**config.mk**
```make
export PLATFORM = sky130hd
export DESIGN_NAME = led_breath_pwm
export DESIGN_NICKNAME = d
export VERILOG_FILES = /design/src/rtl/led_breath_pwm.sv
export SDC_FILE = /design/constraint.sdc
export NUM_CORES = 1
export LEC_CHECK = 0
export CAP_MARGIN = 20
export CORE_MARGIN = 2
export CORE_UTILIZATION = 62
export DETAILED_ROUTE_END_ITERATION = 10
export GPL_TIMING_DRIVEN = 1
export PLACE_DENSITY = 0.85
export SETUP_SLACK_MARGIN = 0.3
export SYNTH_ARGS = -nofsm -noshare
export SYNTH_HDL_FRONTEND = slang
export SYNTH_SLANG_ARGS = --single-unit
```
**constraint.sdc**
```tcl
create_clock -name clk -period 4.5 [get_ports clk]
set_input_delay 1.125 -clock clk [delete_from_list [all_inputs] [get_ports clk]]
set_output_delay 1.125 -clock clk [all_outputs]
set_load 0.01 [all_outputs]
```
**src/rtl/led_breath_pwm.sv**
```systemverilog
// led_breath_pwm: PWM dimmer for a 4-LED water-lamp pattern with a triangular breathing ramp or steady full brightness.
// Pattern, mode and brightness only change at PWM frame boundaries so each frame is glitch-free.
module led_breath_pwm #(
    parameter logic [7:0] PWM_CNT_MAX     = 8'd15,
    parameter logic [7:0] FRAMES_PER_STEP = 8'd2
) (
    input  logic       clk,
    input  logic       rst,
    input  logic [3:0] led_state_in,
    input  logic       mode_breath,
    output logic [3:0] n_led_out,
    output logic       frame_done,
    output logic [7:0] duty
);
    typedef enum logic [1:0] {RISE, FALL, HOLD} state_t;
    localparam logic [7:0] DUTY_MAX = PWM_CNT_MAX + 8'd1;
    state_t     state, state_next;
    logic [7:0] pwm_cnt, frame_cnt, duty_next;
    logic [3:0] pattern_q;
    logic       frame_end, step_tick;
    assign frame_end = pwm_cnt == PWM_CNT_MAX;
    assign step_tick = frame_end && frame_cnt == FRAMES_PER_STEP - 8'd1;
    always_ff @(posedge clk or posedge rst) begin
        if (rst) begin
            pwm_cnt    <= 8'd0;
            frame_cnt  <= 8'd0;
            pattern_q  <= 4'b0000;
            n_led_out  <= 4'b1111;
            frame_done <= 1'b0;
        end else begin
            pwm_cnt    <= frame_end ? 8'd0 : pwm_cnt + 8'd1;
            frame_cnt  <= step_tick ? 8'd0 : frame_end ? frame_cnt + 8'd1 : frame_cnt;
            pattern_q  <= frame_end ? led_state_in : pattern_q;
            n_led_out  <= ~(pattern_q & {4{pwm_cnt < duty}});
            frame_done <= frame_end;
        end
    end
    always_ff @(posedge clk or posedge rst) begin
        if (rst) begin
            state <= RISE;
            duty  <= 8'd0;
        end else begin
            state <= state_next;
            duty  <= duty_next;
        end
    end
    // Steady mode wins over the ramp; leaving HOLD keeps full brightness until the next step.
    always_comb begin
        state_next = state;
        duty_next  = duty;
        if (frame_end && !mode_breath) begin
            state_next = HOLD;
            duty_next  = DUTY_MAX;
        end else if (frame_end && state == HOLD) begin
            state_next = FALL;
        end else if (step_tick && state == RISE && duty != DUTY_MAX) begin
            duty_next  = duty + 8'd1;
            state_next = (duty_next == DUTY_MAX) ? FALL : RISE;
        end else if (step_tick && state == FALL && duty != 8'd0) begin
            duty_next  = duty - 8'd1;
            state_next = (duty_next == 8'd0) ? RISE : FALL;
        end
    end
endmodule

```
Word-level counts from Yosys, hierarchy flattened
Index checks and enable logic that the tools add are counted.
{"block": "word_totals", "inputBits": 7, "out_inout_bits": 13, "register_bits": 35, "wordCells": 49}
{"block": "classes", "n_eq_ne": 7, "mux": 13, "add_sub_neg": 4, "n_bitwise": 2, "order_cmp": 1, "n_reduce_logical": 15}
{"operator": "8-bit two-way mux", "n": 7}
{"operator": "8-bit by 1-bit adder with 8-bit output, second input constant", "n": 3}
{"operator": "8-bit by 1-bit == test with 1-bit output, second input constant", "n": 1}
{"operator": "8-bit by 4-bit == test with 1-bit output, second input constant", "n": 1}
{"operator": "8-bit by 5-bit == test with 1-bit output, second input constant", "n": 1}
{"operator": "8-bit zero test", "n": 1}
{"operator": "8-bit less-than comparator", "n": 1}
{"operator": "2-bit two-way mux", "n": 4}
{"operator": "8-bit by 5-bit inequality test with 1-bit output, second input constant", "n": 1}
{"operator": "8-bit nonzero test", "n": 1}
{"operator": "8-bit by 1-bit subtractor with 8-bit output, second input constant", "n": 1}
{"operator": "1-bit logical AND", "n": 7}
{"operator": "4-bit AND", "n": 1}
{"operator": "4-bit inverter", "n": 1}
{"operator": "4-bit nonzero test", "n": 1}
{"operator": "3-bit nonzero test", "n": 1}
{"operator": "2-bit by 1-bit == test with 1-bit output, second input constant", "n": 1}
{"operator": "2-bit == test, second input constant", "n": 1}
{"operator": "2-bit zero test", "n": 1}
{"operator": "1-bit two-way mux", "n": 2}
{"operator": "2-bit inequality test, second input constant", "n": 1}
{"operator": "2-bit AND reduction", "n": 1}
{"operator": "2-bit nonzero test", "n": 1}
{"operator": "1-bit zero test", "n": 1}

Logic depth before layout (Yosys ltp)
Gate-level depths: netlist (run 1).
{"block": "logic_depth", "word_depth": 8, "depth_mapped": 8}

Least setup slack after synthesis (run 1)
No wires, ideal clock.
{"block": "synth_timing", "path_kind": "register to register", "start": "register duty[1]", "end": "register duty[4]", "arrival_time_ns": 2.233, "slack_ns": 2.146, "n_path_buf": 1, "required_time_ns": 4.379, "stages_incl_launch_ff": 9, "period_less_slack_ns": 2.354, "cell_sequence": "dfrtp_1 > clkbuf_1 > inv_1 > ha_1 > nor4b_1 > and3_1 > nor4_4 > or3b_1 > a22o_1"}
{"block": "synth_via", "elab_chain_cells": 5}
{"item": "from (decl)", "line_no": "13", "text": "output logic [7:0] duty"}
{"item": "from (signal assigned)", "line_no": "44", "text": "duty <= duty_next;"}
{"item": "8-bit by 1-bit subtractor with 8-bit output or 8-bit by 5-bit inequality test with 1-bit output (tied branches)", "line_no": "60, 56"}
{"item": "8-bit two-way mux or 1-bit logical AND (tied branches)", "line_no": "59, 56"}
{"item": "8-bit two-way mux", "line_no": "56", "text": "end else if (step_tick && state == RISE && duty != DUTY_MAX) begin"}
{"item": "8-bit two-way mux", "line_no": "54", "text": "end else if (frame_end && state == HOLD) begin"}
{"item": "8-bit two-way mux", "line_no": "51", "text": "if (frame_end && !mode_breath) begin"}
Parallel ways exist; a longest one is shown, timed or not. The select of a mux whose other input is x is not followed.
A chain may end at the register's enable or synchronous reset.

Final worst setup path (run 1)
{"block": "layout_timing", "start": "register duty[0]", "end": "output duty[0]"}
No word-level cell between the ends.

==> results.py, run 1 <==
metrics = {
    "clocking": {
        "cts-htree-levels": 2,
        "hold_buffers": 0,
        "clkLatencyLatePin_ps": 360,
        "cts_tree": "built",
        "root_buffer": "clkbuf_4",
        "clk_path_buf_depth": 2,
        "cts_made_buffers": 5,
        "path_clk_slew_ps": 120,
        "cts.sinks": 35,
        "post_cts_buffers": 0,
        "postCtsResizedCells": 0,
    },
    "die": {
        "die-area_sq_um": 4167,
        "die_height_um": 64.56,
        "chipWidth_um": 64.56,
        "pin_count": 20,
        "start_util": 0.6656,
        "core_sq_um": 3416,
        "core.rowCount": 21,
    },
    "timing": {
        "rsz0062_at_grt": "no",
        "period_needed_ps": 2743,
        "slew_headroom": 0.5000,
        "post-route-period-util": 0.6095,
        "tightest_slew_ps": 744.2,
        "fmax_mhz": 364.6,
        "final-setup-viol-count": 0,
        "tns_ps": 0,
        "hold_violations": 0,
        "timing.final.max_slew_violations": 0,
        "skew_ps": 16.82,
    },
    "global_routing": {
        "grt_pass1_vias": 1902,
        "antenna_found_initial": 0,
        "grt_overflow_total": 0,
        "use_met2": 0.4401,
        "met1_usage": 0.3545,
        "grt_max_degree": 22,
        "grtUsageTotal": 0.2680,
        "grt-busiest-layer": "met2",
        "use_met3": 0.06076,
        "grt_pass1_wl_mm": 8.838,
    },
    "logic_synthesis": {
        "synth_cells": 241,
        "synth_nets": 263,
        "synth_edf_count": 0,
        "ys_warn_count": 0,
        "ys_types": 56,
        "muxShareOfSynthArea": 0.01321,
        "synth_top_area_frac": 0.3412,
        "async_flop_share": 1.000,
        "synth_top_family_by_area": "simple AND/OR/NAND/NOR gates",
        "synth_fa_ha_area_frac": 0.08255,
        "ys_seq_area_frac": 0.3875,
        "netlist_area_sq_um": 2273,
        "synth_seq_cells": 35,
        "synth_compound_gate_area_share": 0.1613,
        "synth_xor_xnor_area_share": 0.05008,
        "synth_area_leader_cell": "dfrtp_1",
        "ys_top_cells_by_area": "dfrtp_1 34%, ha_1 8.3%, dfstp_2 4.6%, o21ai_0 4.0%, nand2_1 3.6%",
        "synth-simple-area-share": 0.2680,
        "avgSynthCellArea_sq_um": 9.433,
        "synth_ff_type": "dfrtp_1",
    },
    "pwr": {
        "p_leak_uw": 0.001133,
        "ir_drop_v": 0.0002102,
        "p_per_area_nw_per_um2": 240.5,
    },
    "place": {
        "placed_area_sq_um": 2500,
        "dp_cells": 300,
        "dp_hpwl_mm": 3.451,
        "io_buffers": 19,
        "gp_congestion": 0.8712,
    },
    "setup_path": {
        "cpMaxStageDelayCell": "dfrtp_1",
        "crit_path_max_incr_delay_ps": 650,
        "crit_required_ps": 3380,
        "end_kind": "output pin",
        "critPathKind": "register to output pin",
        "crit_buf_inv": 1,
        "crit_arrival_ps": 1620,
        "crit_chain": "clkdlybuf4s50_1",
        "cp_max_fo": 14,
        "crit_family": "flip-flops",
        "start_kind": "register",
    },
    "layout": {
        "final_area_sq_um": 2581,
        "final_layout_size_suffix_gt1_frac": 0.1069,
        "syn2layout_area_growth_pct": 13.54,
        "instances_no_fill": 308,
        "nFillCells": 252,
        "layout.nets": 283,
        "n_antenna_cell": 0,
    },
    "routing": {
        "ant_nets": 0,
        "num_vias": 1900,
        "drt_first_pass_iters": 4,
        "totalWireLength_mm": 4.916,
        "routed_via_density": 6.169,
        "drt-initial-drc-count": 253,
        "drc": 0,
        "wl_per_cell_um": 15.96,
    },
    "job": {
        "maxCapViolations": 0,
    },
    "worst_hold_path": {
        "hold_class": "register to register",
    },
    "status": {
        "status": "finished, final reports clean",
    },
}
==> worst reg2reg max path, cell delays in order (launching register included) <==
cell and delay, ps:
dfrtp_1 650, inv_1 140, ha_1 220, nor4b_1 160, and3_1 300, nor4_4 420, or3b_1 390, a22o_1 180
==> synth_stat cells, types with 6 or more instances <==
library cell,number
xnor2_1,7
xor2_1,6
dfrtp_1,31
inv_1,15
o21ai_0,18
nand2_1,22
nand4_1,9
a21oi_1,6
ha_1,15
nor2_1,11
nor3_1,10
and3_1,6
nand3_1,11
==> cell type report <==
class | instances | area [sq um] | area share
multi-input cells | 184 | 1308 | 0.5065
well taps | 46 | 57.56 | 0.02230
flip-flops and latches | 35 | 880.8 | 0.3413
clock buffers | 5 | 37.54 | 0.01454
inverters | 15 | 56.30 | 0.02181
repair buffers | 20 | 197.7 | 0.07659
clock inverters | 3 | 43.79 | 0.01697
==> path summary, 6_finish.rpt <==
check	from	endpoint	slack, ps	depth (start not counted)
max reg2reg	duty[0]$_DFFE_PP0P_	duty[4]$_DFFE_PP0P_	1950	7
min	pattern_q[2]$_DFFE_PP0N_	pattern_q[2]$_DFFE_PP0N_	490	2
max	duty[0]$_DFFE_PP0P_	duty[0]	1760	1
min in group asynchronous	rst	state[0]$_DFFE_PP0P_	1100	2
max in group asynchronous	rst	n_led_out[0]$_DFF_PP1_	2650	3
min reg2reg	pattern_q[2]$_DFFE_PP0N_	pattern_q[2]$_DFFE_PP0N_	490	2
==> layer usage <==
metal / share of wire / vias up
li1: - / 920
met2: 0.48 / 54
met5: 0 / -
met1: 0.45 / 918
met3: 0.053 / 8
met4: 0.011 / 0
==> where the power goes <==
part | switching (uW) | internal (uW)
combinational | 29.4 | 23.9
sequential | 8.54 | 322
clock | 120 | 117
total | 157 | 463
==> kinds of logic after synthesis <==
family | after synthesis
xor+xnor | 13
fa+ha+maj | 15
simple gates | 99
mux | 3
buf+inv | 22
flops | 35
compound gates | 54
==> state kept, by name (all words and copies together) (netlist names) <==
register	cells
duty	8
frame_cnt	8
frame_done	1
n_led_out	4
pattern_q	4
pwm_cnt	8
state	2
==> per-stage QoR <==
stage / worst slack (ps) / hold WS (ps) / total power [uW] / utilization
floorplan: 2146 / 437.9 / 367.1 / -
global placement: 1717 / 449.7 / 387.6 / 0.7319
detailed placement: 1688 / 463.7 / 389.4 / 0.7319
CTS: 1759 / 492.5 / 624.2 / 0.7557
global route: 1662 / 505.7 / 643.5 / 0.7557
finish: 1757 / 486.0 / 620.8 / 0.7557
==> cells in the final DEF (no fill, tap or decap), drive strengths merged, types with 2 or more instances in the layout <==
master and count:
nor4 3, or3b 2, o21a 2, nand2 23, nand3 12, a21o 3
mux2i 3, or3 2, xnor2 7, clkinv 2, dfrtp 31, a21oi 6
a211oi 2, dfstp 4, xor2 6, nor4b 3, clkbuf 5, nand2b 4
nand4 10, and3 6, a31oi 4, clkdlybuf4s50 19, a21boi 2, o21ai 18
ha 15, a31o 2, o2bb2ai 2, inv 15, nor2 11, nor3 11
o31a 2, o211ai 2, nor2b 5, or4 2
(Power assumes the default switching activity.)
==> run 2, diff against run 1 <==
- CORE_UTILIZATION: 62 -> 52
- PLACE_DENSITY: 0.85 -> 0.76
- clock period: 4.5 -> 2.46 ns (I/O delays scaled with it)
==> run 2 against run 1 <==
Effect of this change:
- cell count is 6.2% higher
- clock skew is 7.5 ps lower
- die area increased by 18%
- global-route usage fell by 3.8 points
- core utilization shrank 11 points
- setup slack lost 1400 ps
- power up 84%
- register-to-register slack got worse by 1600 ps
- combinational power up 100%
- hold slack got worse by 8.5 ps
- final area up 6.6%
- critical endpoint is now duty[2]$_DFFE_PP0P_
- largest power group unchanged
==> results.py, run 2 (synthesis gave the netlist of run 1 again) <==
metrics = {
    "status": {
        "status": "finished, final reports clean",
    },
    "layout": {
        "postLayoutCoreUtil": 0.6407,
        "reg_top3": "duty: 8 flops, frame_cnt: 8 flops, pwm_cnt: 8 flops",
        "final_area_sq_um": 2751,
        "syn2layout_area_growth_pct": 21.02,
        "final_cell_mix": "29 x dfrtp_1, 22 x nand2_1, 19 x clkdlybuf4s50_1, 18 x o21ai_0",
        "layout.nets": 296,
        "n_antenna_cell": 0,
        "layout_commonest_cell": "dfrtp_1",
        "final_layout_size_suffix_gt1_frac": 0.1782,
    },
    "pwr": {
        "p_leak_uw": 0.001212,
        "internal-power_uw": 841.0,
        "comb_power_share": 0.094,
        "ir_drop_v": 0.0003170,
        "p_switching_uw": 299.2,
        "power_frac_seq": 0.527,
        "p_per_area_nw_per_um2": 414.4,
        "swShare": 0.2624,
        "p_clk_frac": 0.379,
        "power.total_uw": 1140,
    },
    "clocking": {
        "clkLatencyLatePin_ps": 290,
        "cts_made_buffers": 5,
        "cts-htree-levels": 2,
        "cts_tree": "built",
        "root_buffer": "clkbuf_8",
        "clk_path_buf_depth": 2,
        "cts.sinks": 35,
        "path_clk_slew_ps": 80,
        "hold_buffers": 0,
    },
    "routing": {
        "drt-initial-drc-count": 122,
        "routed_via_density": 5.835,
        "totalWireLength_mm": 5.031,
        "ant_nets": 0,
        "drc": 0,
        "drt_first_pass_iters": 4,
        "num_vias": 1908,
        "wl_per_cell_um": 15.39,
    },
    "global_routing": {
        "grt_overflow_total": 0,
        "grt_pass1_wl_mm": 9.011,
        "grt_max_degree": 36,
        "antenna_found_initial": 0,
        "grtUsageTotal": 0.2302,
        "grt_pass1_vias": 1952,
    },
    "die": {
        "die-area_sq_um": 4917,
        "start_util": 0.5294,
        "die_height_um": 70.12,
        "pin_count": 20,
        "chipWidth_um": 70.12,
        "core.rowCount": 24,
        "core_sq_um": 4294,
    },
    "timing": {
        "period_needed_ps": 2079,
        "timing.final.max_slew_violations": 0,
        "skew_ps": 9.362,
        "fmax_mhz": 481.0,
        "slew_headroom": 0.6862,
        "tightest_slew_ps": 468.9,
        "tns_ps": 0,
        "hold_violations": 0,
        "rsz0062_at_grt": "no",
        "post-route-period-util": 0.8451,
        "final-setup-viol-count": 0,
    },
    "setup_path": {
        "startpoint": "pwm_cnt[1]$_DFF_PP0_",
        "worstRegToRegCells": 6,
        "start_kind": "register",
        "cp_max_fo": 18,
        "cpMaxStageDelayCell": "or4_1",
        "crit_required_ps": 2680,
        "crit_path_max_incr_delay_ps": 530,
        "critPathKind": "register to register",
        "r2r_start": "pwm_cnt[1]$_DFF_PP0_",
        "reg2reg_slack_ps": 380,
        "r2r-end": "duty[2]$_DFFE_PP0P_",
        "crit_chain": "ha_4 -> and4b_2 -> nand2_8 -> or4_1 -> or3_1 -> a21oi_1",
        "worstSetupEndpoint": "duty[2]$_DFFE_PP0P_",
        "crit_arrival_ps": 2300,
        "end_kind": "register",
    },
    "place": {
        "gp_congestion": 0.8880,
        "placed_area_sq_um": 2570,
        "io_buffers": 19,
        "dp_hpwl_mm": 3.561,
    },
    "job": {
        "maxCapViolations": 0,
    },
    "worst_hold_path": {
        "hold_class": "register to register",
    },
}
[run 2: cell count changes in the layout (fill, tap and decap cells not counted), sizes merged]
| cell | delta |
|---|---|
| buf | +13 |
| clkinvlp | +1 |
| bufinv | -1 |
[run 2: area by class of cell]
type	count	area (sq um)
Fill cell	358	1543
Multi-Input combinational cell	184	1358
Sequential cell	35	883.3
Timing Repair Buffer	33	295.3
Clock buffer	5	68.82
Tap cell	52	65.06
Inverter	15	56.30
Clock inverter	3	25.02
[run 2: timing repair]
action	in CTS	in global routing
resized for setup	1	7
pin swaps	0	2
buffers inserted	1	4
setup endpoints to repair	2	7
[run 2: through the flow]
step                      worst slack (ps)  hold WS, ps  std cells
final                                381.0        477.5        327
after global routing                 289.2        540.0        327
after CTS                            305.0        483.5        323
after detailed placement             196.4        464.6        314
after global placement               206.1        453.5        314
after floorplan                      318.3        437.9        241
[run 2: critical path: cells and delay by family, from the launching register on]
kind	cells	cell delay [ps]
AO/OA/AOI/OAI	1	150
flip-flops	1	420
adder cells (fa/ha/maj)	1	170
AND/OR/NAND/NOR	4	1260
[run 2: worst min-delay path by stage]
stage,startpoint,to,slack (ps),cells after the start
3_5_place_dp,pattern_q[0]$_DFFE_PP0N_,pattern_q[0]$_DFFE_PP0N_,460,2
4_1_cts,pwm_cnt[0]$_DFF_PP0_,pwm_cnt[0]$_DFF_PP0_,480,1
2_1_floorplan,pattern_q[0]$_DFFE_PP0N_,pattern_q[0]$_DFFE_PP0N_,440,2
6_report,pattern_q[0]$_DFFE_PP0N_,pattern_q[0]$_DFFE_PP0N_,480,2
3_3_place_gp,pattern_q[3]$_DFFE_PP0N_,pattern_q[3]$_DFFE_PP0N_,450,2
5_1_grt,frame_cnt[7]$_DFFE_PP0P_,frame_cnt[7]$_DFFE_PP0P_,540,1
[run 2: power by group through the flow]
| stage | clock (uW) | combinational (uW) | sequential [uW] |
|---|---|---|---|
| CTS | 448 | 106 | 600 |
| global placement | 0 | 104 | 610 |
| floorplan | 0 | 60.8 | 612 |
| global route | 463 | 120 | 602 |
| finish | 432 | 108 | 601 |
| detailed placement | 0 | 105 | 611 |
[run 2: routing by layer]
| metal | vias up | GRT usage | share of wire | routed length (um) |
|---|---|---|---|---|
| li1 | 947 | - | - | - |
| met1 | 903 | 0.3046 | 0.46 | 2317 |
| met2 | 50 | 0.3661 | 0.47 | 2386 |
| met3 | 8 | 0.04473 | 0.042 | 211 |
| met4 | 0 | 0.1047 | 0.023 | 115 |
| met5 | - | 0 | 0 | 0 |
==> run 3, diff against run 2 <==
- clock period: 2.46 -> 1.87 ns (I/O delays scaled with it)
==> run 3 against run 2 <==
Effect of this change:
- the flow now finishes with violations (negative setup slack)
- non-clock buffer count rose by 59
- fmax fell by 1.8%
- critical path type unchanged
- cell count rose by 18%
- final area rose by 27%
- combinational power rose by 97%
- power rose by 40%
- count of clock-buffer cells in the layout did not move
- critical path depth did not move
- clock power rose by 37%
- routed wire length rose by 52%
==> results.py, run 3 (synthesis gave the netlist of run 1 again) <==
metrics = {
    "timing": {
        "tns_ps": -772.4,
        "post-route-period-util": 1.132,
        "fmax_mhz": 472.3,
        "timing.final.max_slew_violations": 0,
        "hold_violations": 0,
        "setup_slack_ps": -247.3,
        "rsz0062_at_grt": "yes",
        "final-setup-viol-count": 8,
        "period_needed_ps": 2117,
        "tightest_slew_ps": 551.4,
        "skew_ps": 21.91,
        "slew_headroom": 0.6311,
    },
    "layout": {
        "layout.nets": 355,
        "layout_commonest_cell": "buf_4",
        "final_area_sq_um": 3502,
        "instances_no_fill": 386,
        "nFillCells": 248,
        "syn2layout_area_growth_pct": 54.05,
        "final_layout_size_suffix_gt1_frac": 0.4521,
        "reg_top3": "duty: 8 flops, frame_cnt: 8 flops, pwm_cnt: 8 flops",
        "final_cell_mix": "52 x buf_4, 27 x dfrtp_1, 14 x buf_6, 13 x ha_1, 12 x nand2_1",
        "n_antenna_cell": 0,
    },
    "clocking": {
        "path_clk_slew_ps": 100,
        "cts_made_buffers": 5,
        "root_buffer": "clkbuf_8",
        "clk_path_buf_depth": 2,
        "cts-htree-levels": 2,
        "clkLatencyLatePin_ps": 320,
        "cts_tree": "built",
        "cts.sinks": 35,
    },
    "die": {
        "core.rowCount": 24,
        "pin_count": 20,
        "die_height_um": 70.12,
        "chipWidth_um": 70.12,
        "die-area_sq_um": 4917,
        "core_sq_um": 4294,
        "start_util": 0.5294,
    },
    "global_routing": {
        "grt_pass1_wl_mm": 11.05,
        "grt_overflow_total": 0,
        "antenna_found_initial": 0,
        "grtUsageTotal": 0.2877,
        "grt_pass1_vias": 2322,
        "grt_max_degree": 36,
    },
    "setup_path": {
        "cp_max_fo": 4,
        "start_kind": "register",
        "crit_path_max_incr_delay_ps": 410,
        "crit_arrival_ps": 2320,
        "crit_family": "simple AND/OR/NAND/NOR gates",
        "cpMaxStageDelayCell": "dfrtp_1",
        "crit_required_ps": 2080,
        "crit_buf_inv": 0,
        "crit_chain": "ha_2 -> and4b_2 -> nand3_2 -> nor4_4 -> or3b_1 -> a22o_1",
        "critPathKind": "register to register",
        "end_kind": "register",
    },
    "routing": {
        "drt_first_pass_iters": 5,
        "totalWireLength_mm": 7.652,
        "wl_per_cell_um": 19.82,
        "drt-initial-drc-count": 299,
        "routed_via_density": 6.236,
        "ant_nets": 0,
        "drc": 0,
        "num_vias": 2407,
    },
    "worst_hold_path": {
        "hold_class": "register to register",
    },
    "pwr": {
        "ir_drop_v": 0.0005298,
        "p_per_area_nw_per_um2": 454.5,
        "power.total_uw": 1592,
        "p_leak_uw": 0.001667,
    },
    "status": {
        "violations": "negative setup slack",
        "status": "finished with violations",
    },
    "place": {
        "dp_hpwl_mm": 4.261,
        "gp_congestion": 0.9350,
        "io_buffers": 19,
        "dp_cells": 354,
        "placed_area_sq_um": 2928,
    },
    "job": {
        "maxCapViolations": 0,
    },
}
run 3: through the flow:
step                      worst slack (ps)    util  hold slack, ps
after floorplan                     -239.3       -           437.9
after global placement              -147.4  0.6818           452.0
after detailed placement            -211.1  0.6818           456.1
after CTS                           -91.29  0.7547           474.5
after global routing                -260.7  0.8156           493.7
final                               -247.3  0.8156           472.8
run 3: tightest hold or removal path, cell delays in order (launching register included):
cell and delay, ps:
dfrtp_1 340, nand2_1 50, nand2_1 50
run 3: where the power goes:
| group | internal, uW | switching (uW) | leakage (uW) |
|---|---|---|---|
| sequential | 777 | 12.7 | 0.000440 |
| combinational | 98.9 | 114 | 0.00119 |
| clock | 260 | 330 | 0.0000402 |
| total | 1140 | 457 | 0.00167 |
run 3: worst paths after layout:
kind	startpoint	end	slack [ps]	cells after the start
worst max-delay path	pwm_cnt[0]$_DFF_PP0_	duty[4]$_DFFE_PP0P_	-250	6
worst min-delay path	pattern_q[0]$_DFFE_PP0N_	pattern_q[0]$_DFFE_PP0N_	470	2
worst max register to register	pwm_cnt[0]$_DFF_PP0_	duty[4]$_DFFE_PP0P_	-250	6
worst min register to register	pattern_q[0]$_DFFE_PP0N_	pattern_q[0]$_DFFE_PP0N_	470	2
max in group asynchronous	rst	n_led_out[3]$_DFF_PP1_	1110	3
min in group asynchronous	rst	duty[3]$_DFFE_PP0P_	490	3
run 3: routing by layer:
| layer | GRT usage | part of all wire | vias to the layer above |
|---|---|---|---|
| met5 | 0 | 0 | - |
| met1 | 0.3464 | 0.38 | 1161 |
| met4 | 0.1282 | 0.053 | 0 |
| met3 | 0.06926 | 0.064 | 48 |
| met2 | 0.4878 | 0.50 | 134 |
| li1 | - | - | 1064 |
run 3: cell type report:
type	instances	area [sq um]	area share
Timing Repair Buffer	92	839.6	0.2397
Clock buffer	5	68.82	0.01965
Tap cell	52	65.06	0.01858
Inverter	15	76.32	0.02179
Sequential cell	35	885.9	0.2529
Clock inverter	3	20.02	0.005716
Multi-Input combinational cell	184	1546	0.4416
run 3: what timing repair did:
| action | CTS | global route |
|---|---|---|
| hold buffers | 0 | 0 |
| pin swaps | 16 | 23 |
| gates cloned | 0 | 1 |
| gates resized for setup | 80 | 44 |
| setup endpoints to repair | 41 | 38 |
| buffers inserted | 8 | 15 |
| hold endpoints to repair | 0 | 0 |
